**src/rtl/ddr2_arb_pkg.sv**
```systemverilog
// Shared types and defaults for the DDR2 local-port arbiter and its read tracker.
package ddr2_arb_pkg;

  typedef enum logic [1:0] {IDLE, WRITE, READ} state_e;
  typedef enum logic {PORT_WR, PORT_RD} port_e;

  localparam int unsigned DEF_ADDR_W          = 25;
  localparam int unsigned DEF_DATA_W          = 32;
  localparam int unsigned DEF_SIZE_W          = 3;
  localparam int unsigned DEF_MAX_BURST       = 4;
  localparam int unsigned DEF_MAX_OUTSTANDING = 16;

  localparam int unsigned ERR_LEN      = 0;
  localparam int unsigned ERR_SPURIOUS = 1;

endpackage

```
**src/rtl/ddr2_rd_tracker.sv**
```systemverilog
// Read-credit tracker: counts read beats in flight so the arbiter never
// commits more returning data than the downstream path can absorb.
module ddr2_rd_tracker
  import ddr2_arb_pkg::*;
#(
  parameter int unsigned SIZE_W          = DEF_SIZE_W,
  parameter int unsigned MAX_OUTSTANDING = DEF_MAX_OUTSTANDING,
  parameter int unsigned CNT_W           = $clog2(MAX_OUTSTANDING + 1)
) (
  input  logic              clk_i,
  input  logic              reset_i,
  input  logic              issue_i,
  input  logic [SIZE_W-1:0] issue_len_i,
  input  logic [SIZE_W-1:0] check_len_i,
  input  logic              rvalid_i,
  output logic              can_issue_o,
  output logic              spurious_o
);

  typedef logic [CNT_W-1:0] cnt_t;
  typedef logic [CNT_W:0]   wide_t;

  cnt_t  count_q, count_d;
  logic  quiet_q, quiet_d;
  logic  beat_counted;
  wide_t projected;

  // Beats from reads issued before a reset may still come back; they are
  // neither counted nor flagged until the first new read command goes out.
  always_comb begin
    projected    = wide_t'(count_q) + wide_t'(check_len_i);
    can_issue_o  = (projected <= wide_t'(MAX_OUTSTANDING));
    spurious_o   = rvalid_i && !quiet_q && (count_q == '0);
    beat_counted = rvalid_i && !quiet_q && (count_q != '0);
    quiet_d      = quiet_q && !issue_i;
    count_d      = count_q;
    if (issue_i) count_d = count_d + cnt_t'(issue_len_i);
    if (beat_counted) count_d = count_d - cnt_t'(1);
  end

  always_ff @(posedge clk_i) begin
    if (reset_i) begin
      count_q <= '0;
      quiet_q <= 1'b1;
    end else begin
      count_q <= count_d;
      quiet_q <= quiet_d;
    end
  end

endmodule

```
**src/rtl/ddr2_local_arbiter.sv**
```systemverilog
// Shares the DDR2 local port between a write requester and a read requester,
// running each grant as one local burst with read-credit flow control.
module ddr2_local_arbiter
  import ddr2_arb_pkg::*;
#(
  parameter int unsigned ADDR_W          = DEF_ADDR_W,
  parameter int unsigned DATA_W          = DEF_DATA_W,
  parameter int unsigned SIZE_W          = DEF_SIZE_W,
  parameter int unsigned MAX_BURST       = DEF_MAX_BURST,
  parameter int unsigned MAX_OUTSTANDING = DEF_MAX_OUTSTANDING
) (
  input  logic                phy_clk,
  input  logic                reset_phy_clk,
  input  logic                local_init_done,
  input  logic                local_ready,
  input  logic [DATA_W-1:0]   local_rdata,
  input  logic                local_rdata_valid,
  output logic [ADDR_W-1:0]   local_address,
  output logic [SIZE_W-1:0]   local_size,
  output logic                local_burstbegin,
  output logic                local_write_req,
  output logic                local_read_req,
  output logic [DATA_W-1:0]   local_wdata,
  output logic [DATA_W/8-1:0] local_be,
  input  logic                wr_req,
  input  logic [ADDR_W-1:0]   wr_addr,
  input  logic [SIZE_W-1:0]   wr_len,
  output logic                wr_grant,
  input  logic [DATA_W-1:0]   wr_data,
  output logic                wr_data_ack,
  input  logic                rd_req,
  input  logic [ADDR_W-1:0]   rd_addr,
  input  logic [SIZE_W-1:0]   rd_len,
  output logic                rd_grant,
  output logic [DATA_W-1:0]   rd_data,
  output logic                rd_data_valid,
  output logic [1:0]          err
);

  typedef logic [SIZE_W-1:0] len_t;
  localparam len_t MAX_LEN = len_t'(MAX_BURST);

  state_e              state_q, state_d;
  port_e               last_q, last_d;
  logic [ADDR_W-1:0]   addr_q, addr_d;
  len_t                len_q, len_d, beat_q, beat_d;
  logic                wr_grant_q, wr_grant_d, rd_grant_q, rd_grant_d;
  logic [1:0]          err_q, err_d;
  logic [DATA_W-1:0]   rd_data_q;
  logic                rd_valid_q;

  logic rd_can_issue, spurious, rd_issue;
  logic arb_en, wr_elig, rd_elig, pick_wr, pick_rd;
  len_t sel_len;
  logic sel_legal;

  ddr2_rd_tracker #(
    .SIZE_W          (SIZE_W),
    .MAX_OUTSTANDING (MAX_OUTSTANDING)
  ) u_rd_tracker (
    .clk_i       (phy_clk),
    .reset_i     (reset_phy_clk),
    .issue_i     (rd_issue),
    .issue_len_i (len_q),
    .check_len_i (rd_len),
    .rvalid_i    (local_rdata_valid),
    .can_issue_o (rd_can_issue),
    .spurious_o  (spurious)
  );

  // Arbitration is held off during the grant cycle so a requester that only
  // drops req after seeing its grant is not granted twice.
  assign arb_en    = (state_q == IDLE) && local_init_done && !wr_grant_q && !rd_grant_q;
  assign wr_elig   = wr_req;
  assign rd_elig   = rd_req && rd_can_issue;
  assign pick_wr   = wr_elig && (!rd_elig || (last_q == PORT_RD));
  assign pick_rd   = rd_elig && !pick_wr;
  assign sel_len   = pick_wr ? wr_len : rd_len;
  assign sel_legal = (sel_len != '0) && (sel_len <= MAX_LEN);
  assign rd_issue  = (state_q == READ) && local_ready;

  always_comb begin
    state_d          = state_q;
    last_d           = last_q;
    addr_d           = addr_q;
    len_d            = len_q;
    beat_d           = beat_q;
    wr_grant_d       = 1'b0;
    rd_grant_d       = 1'b0;
    err_d            = err_q;
    local_write_req  = 1'b0;
    local_read_req   = 1'b0;
    local_burstbegin = 1'b0;
    if (spurious) err_d[ERR_SPURIOUS] = 1'b1;
    unique case (state_q)
      IDLE: begin
        if (arb_en && (pick_wr || pick_rd)) begin
          addr_d     = pick_wr ? wr_addr : rd_addr;
          len_d      = sel_len;
          last_d     = pick_wr ? PORT_WR : PORT_RD;
          wr_grant_d = pick_wr;
          rd_grant_d = pick_rd;
          beat_d     = '0;
          if (sel_legal) state_d = pick_wr ? WRITE : READ;
          else err_d[ERR_LEN] = 1'b1;
        end
      end
      WRITE: begin
        local_write_req  = 1'b1;
        local_burstbegin = (beat_q == '0);
        if (local_ready) begin
          if (beat_q == len_q - len_t'(1)) begin
            beat_d  = '0;
            state_d = IDLE;
          end else begin
            beat_d = beat_q + len_t'(1);
          end
        end
      end
      READ: begin
        local_read_req   = 1'b1;
        local_burstbegin = 1'b1;
        if (local_ready) state_d = IDLE;
      end
      default: state_d = IDLE;
    endcase
  end

  always_ff @(posedge phy_clk) begin
    if (reset_phy_clk) begin
      state_q    <= IDLE;
      last_q     <= PORT_RD;
      addr_q     <= '0;
      len_q      <= '0;
      beat_q     <= '0;
      wr_grant_q <= 1'b0;
      rd_grant_q <= 1'b0;
      err_q      <= '0;
      rd_data_q  <= '0;
      rd_valid_q <= 1'b0;
    end else begin
      state_q    <= state_d;
      last_q     <= last_d;
      addr_q     <= addr_d;
      len_q      <= len_d;
      beat_q     <= beat_d;
      wr_grant_q <= wr_grant_d;
      rd_grant_q <= rd_grant_d;
      err_q      <= err_d;
      rd_data_q  <= local_rdata;
      rd_valid_q <= local_rdata_valid;
    end
  end

  assign local_address = addr_q;
  assign local_size    = len_q;
  assign local_wdata   = (state_q == WRITE) ? wr_data : '0;
  assign local_be      = '1;
  assign wr_data_ack   = local_write_req & local_ready;
  assign wr_grant      = wr_grant_q;
  assign rd_grant      = rd_grant_q;
  assign rd_data       = rd_data_q;
  assign rd_data_valid = rd_valid_q;
  assign err           = err_q;

endmodule

```
**config.mk**
```make
export PLATFORM = sky130hd
export DESIGN_NAME = ddr2_local_arbiter
export DESIGN_NICKNAME = d
export VERILOG_FILES = /design/src/rtl/ddr2_arb_pkg.sv /design/src/rtl/ddr2_rd_tracker.sv /design/src/rtl/ddr2_local_arbiter.sv
export SDC_FILE = /design/constraint.sdc
export NUM_CORES = 1
export LEC_CHECK = 0
export CAP_MARGIN = 20
export CORE_MARGIN = 2
export CORE_UTILIZATION = 40
export DETAILED_ROUTE_END_ITERATION = 8
export PLACE_DENSITY = 0.85
export REMOVE_ABC_BUFFERS = 1
export SETUP_SLACK_MARGIN = 0.4
export SYNTH_ARGS = -nofsm -noshare
export SYNTH_HDL_FRONTEND = slang
export SYNTH_SLANG_ARGS = --single-unit
```
**constraint.sdc**
```tcl
create_clock -name phy_clk -period 7.1 [get_ports phy_clk]
set_clock_uncertainty 0.15 [all_clocks]
set_input_delay 0.71 -clock phy_clk [delete_from_list [all_inputs] [get_ports phy_clk]]
set_output_delay 0.71 -clock phy_clk [all_outputs]
set_load 0.005 [all_outputs]
```
==> impl_metrics.py <==
metrics = {
    "clock_tree": {
        "clock-root-buffer": "clkbuf_8",
        "cts.sinks": 77,
        "insertion_delay_ps": 330,
        "cts-resized-gates": 0,
        "hold_buffers": 0,
        "path_clk_slew_ps": 80,
        "h-tree-depth": 3,
        "ctsLongestPathBuffers": 2,
        "cts_tree": "done",
        "numCtsBuffers": 9,
        "cts_setup_buffers": 0,
    },
    "placed_design": {
        "portBuffers": 227,
        "dp_hpwl_um": 8568,
        "dp.cells": 696,
        "gp_congestion": 0.7970,
    },
    "yosys": {
        "ys_warn_count": 0,
        "synth.avg_cell_area_um2": 9.894,
        "yosysTopAreaCell": "dfxtp_1",
        "syn_inst": 379,
        "synth_cell_type_count": 51,
        "syn_area_um2": 3750,
        "yosysTopAreaCellShare": 0.4111,
        "synth-seq-cells": 77,
        "async_flop_share": 0,
        "ys_seq_area_frac": 0.4111,
        "synthTopCellsByArea": "dfxtp_1 (41%), a211oi_2 (9.3%), mux2i_1 (8.3%), nor2b_1 (5.7%), and2_1 (5.5%)",
        "synth_edf_count": 0,
        "synthFlopType": "dfxtp_1",
    },
    "grt": {
        "grt_pass1_vias": 3629,
        "grt_pass1_wl_um": 16910,
        "grt_use_met1": 0.2010,
        "grt_util_met2": 0.4056,
        "grt_max_degree": 75,
        "use_met3": 0.09085,
        "grt.busiest_layer": "met2",
        "grt_use_total": 0.2122,
        "grt_overflow": 0,
        "antenna_found_initial": 0,
    },
    "hold_path": {
        "whs_path_depth": 2,
        "min_from": "err[0]$_SDFFE_PP0P_",
        "hp-class": "reg2reg",
        "holdPathEnd": "err[0]$_SDFFE_PP0P_",
    },
    "die": {
        "ios": 232,
        "dieHeight_um": 100.8,
        "die_area_um2": 10160,
        "coreArea_um2": 9153,
        "rows": 35,
        "start_util": 0.4097,
        "die_x_um": 100.8,
    },
    "setup_path": {
        "critPathKind": "in2reg",
        "reg2reg_to": "local_address[20]$_SDFFE_PP0P_",
        "endpoint_kind": "flip-flop",
        "path_max_fanout": 46,
        "crit_required_ps": 7190,
        "r2r-start": "u_rd_tracker.count_q[0]$_SDFF_PP0_",
        "worstSetupStartpointType": "primary input",
        "rr_worst_depth": 9,
        "r2r_slack_ps": 3730,
        "arrival_ps": 3970,
    },
    "cells_and_area": {
        "drive_gt1_frac": 0.08500,
        "layoutNonFillerInstCount": 711,
        "syn_to_final_growth_pct": 66.10,
        "antenna_cells": 0,
        "fillers": 718,
        "fin_nets": 738,
    },
    "routing": {
        "post_drt_wl_per_cell_um": 15.30,
        "drc": 0,
        "drt_iter0_drc": 108,
        "wirelength_um": 10880,
        "num_vias": 3503,
        "first_pass_iters": 4,
        "antenna_left": 0,
        "vias_per_cell": 4.927,
    },
    "sta": {
        "fmax_mhz": 258.1,
        "fin_crit_ps": 3874,
        "period_share": 0.5457,
        "relSlewSlack": 0.3728,
        "worst_pin_slew_ps": 940.8,
        "whs_ps": 301.6,
        "hold_viol": 0,
        "final-setup-viol-count": 0,
        "finalSetupTns_ps": 0,
        "grt_setup_unrepaired": "no",
        "slew_viol_final": 0,
    },
    "flow_run": {
        "max-cap-violations": 0,
    },
    "pwr": {
        "max-vdd-ir-drop_mv": 0.1661,
        "leakage_nw": 2.470,
        "power_density_nw_per_um2": 178.8,
    },
    "outcome": {
        "status": "finished clean",
    },
}
[cell families (layout without fill, tap and decap cells)]
logic type	Yosys count	in the layout	synth area share
buffers and inverters	41	259	0.05873
adders and majority gates	15	15	0.05406
other	1	4	0.001000
muxes	33	33	0.08876
and+or+nand+nor	138	138	0.1929
DFF	77	77	0.4111
xor gates and xnor gates	11	11	0.02936
AOI/OAI and AO/OA	63	63	0.1642
[layout by cell type (no fill, tap or decap), drive strengths merged, types with 4 or more instances in the layout]
cell / Yosys / routed
a211oi: 29 / 29
a21oi: 7 / 7
and2: 33 / 33
buf: 17 / 4
clkbuf: 10 / 11
clkdlybuf4s50: 0 / 226
conb: 1 / 4
dfxtp: 77 / 77
ha: 13 / 13
inv: 14 / 14
mux2i: 31 / 31
nand2: 10 / 10
nor2: 46 / 46
nor2b: 34 / 34
o211ai: 4 / 4
o21ai: 4 / 4
xnor2: 7 / 7
[per-layer routing]
layer / share of wire / wire length, µm
met2: 0.52 / 5666
met1: 0.33 / 3635
met4: 0.019 / 210
met5: 0 / 0
met3: 0.13 / 1368
[cells in the mapped netlist, types with 2 or more instances]
cell	n
fa_1	2
a211oi_2	28
nor3b_1	3
mux2_2	2
nor2b_1	34
dfxtp_1	77
clkbuf_1	10
nor3_1	3
xnor2_1	7
nand3_1	3
inv_1	14
nor2_1	46
ha_1	13
nand2_1	10
o32ai_1	2
mux2i_1	31
buf_2	5
xor2_1	3
o211ai_1	4
and2_1	33
buf_8	2
buf_4	6
o21ai_0	3
a21oi_1	6
o21a_1	3
a21o_1	2
buf_1	2
buf_6	2
[worst max-delay path by stage]
stage | from | to | slack (ps) | depth (start not counted)
6_report | rd_len[0] | local_address[20]$_SDFFE_PP0P_ | 3230 | 10
2_1_floorplan | rd_len[0] | beat_q[2]$_SDFFE_PP0P_ | 2610 | 8
5_1_grt | rd_len[0] | local_address[20]$_SDFFE_PP0P_ | 3050 | 10
3_5_place_dp | rd_len[0] | local_address[0]$_SDFFE_PP0P_ | 2850 | 10
3_3_place_gp | rd_len[0] | local_address[13]$_SDFFE_PP0P_ | 3010 | 10
4_1_cts | rd_len[0] | local_address[20]$_SDFFE_PP0P_ | 3200 | 10
[flip-flops by register name, indices dropped and copies added, names as in the netlist]
name,flops
state_q,2
err,2
local_address,25
rd_grant,1
local_size,3
rd_data_valid,1
wr_grant,1
last_q,1
beat_q,3
rd_data,32
u_rd_tracker.quiet_q,1
u_rd_tracker.count_q,5
[final cells by class]
| cell class | count | area, µm² | share of cell area |
|---|---|---|---|
| clock buffer | 11 | 151.4 | 0.02431 |
| clock inverter | 4 | 47.55 | 0.007634 |
| inverter | 14 | 52.55 | 0.008437 |
| multi-input combinational | 264 | 2007 | 0.3222 |
| sequential | 77 | 1541 | 0.2475 |
| tap | 111 | 138.9 | 0.02230 |
| timing repair buffer | 230 | 2290 | 0.3676 |
[power breakdown]
group          switching [mW]  leakage, nW  internal [mW]
clock                   0.154        0.101          0.179
combinational           0.119         1.73          0.179
sequential             0.0184        0.636          0.465
[stage by stage]
stage | worst slack [ps] | utilization | total power [mW] | instance area, µm²
after CTS | 3198 | 0.6805 | 1.122 | 6228
after detailed placement | 2848 | 0.6588 | 0.7922 | 6030
after global placement | 3006 | 0.6588 | 0.7825 | 6030
after global routing | 3050 | 0.6805 | 1.168 | 6228
final | 3226 | 0.6805 | 1.114 | 6228
after floorplan | 2612 | - | 0.6110 | 3593
[critical path, cell delays in order]
cell and delay [ps]:
clkdlybuf4s50_1 450, ha_1 250, fa_1 430, a21oi_1 170
nor3b_1 70, o32a_1 470, a21oi_4 510, buf_4 570
nor2_1 100, a211oi_2 230
Note: power is estimated with default switching activity, not from simulation.
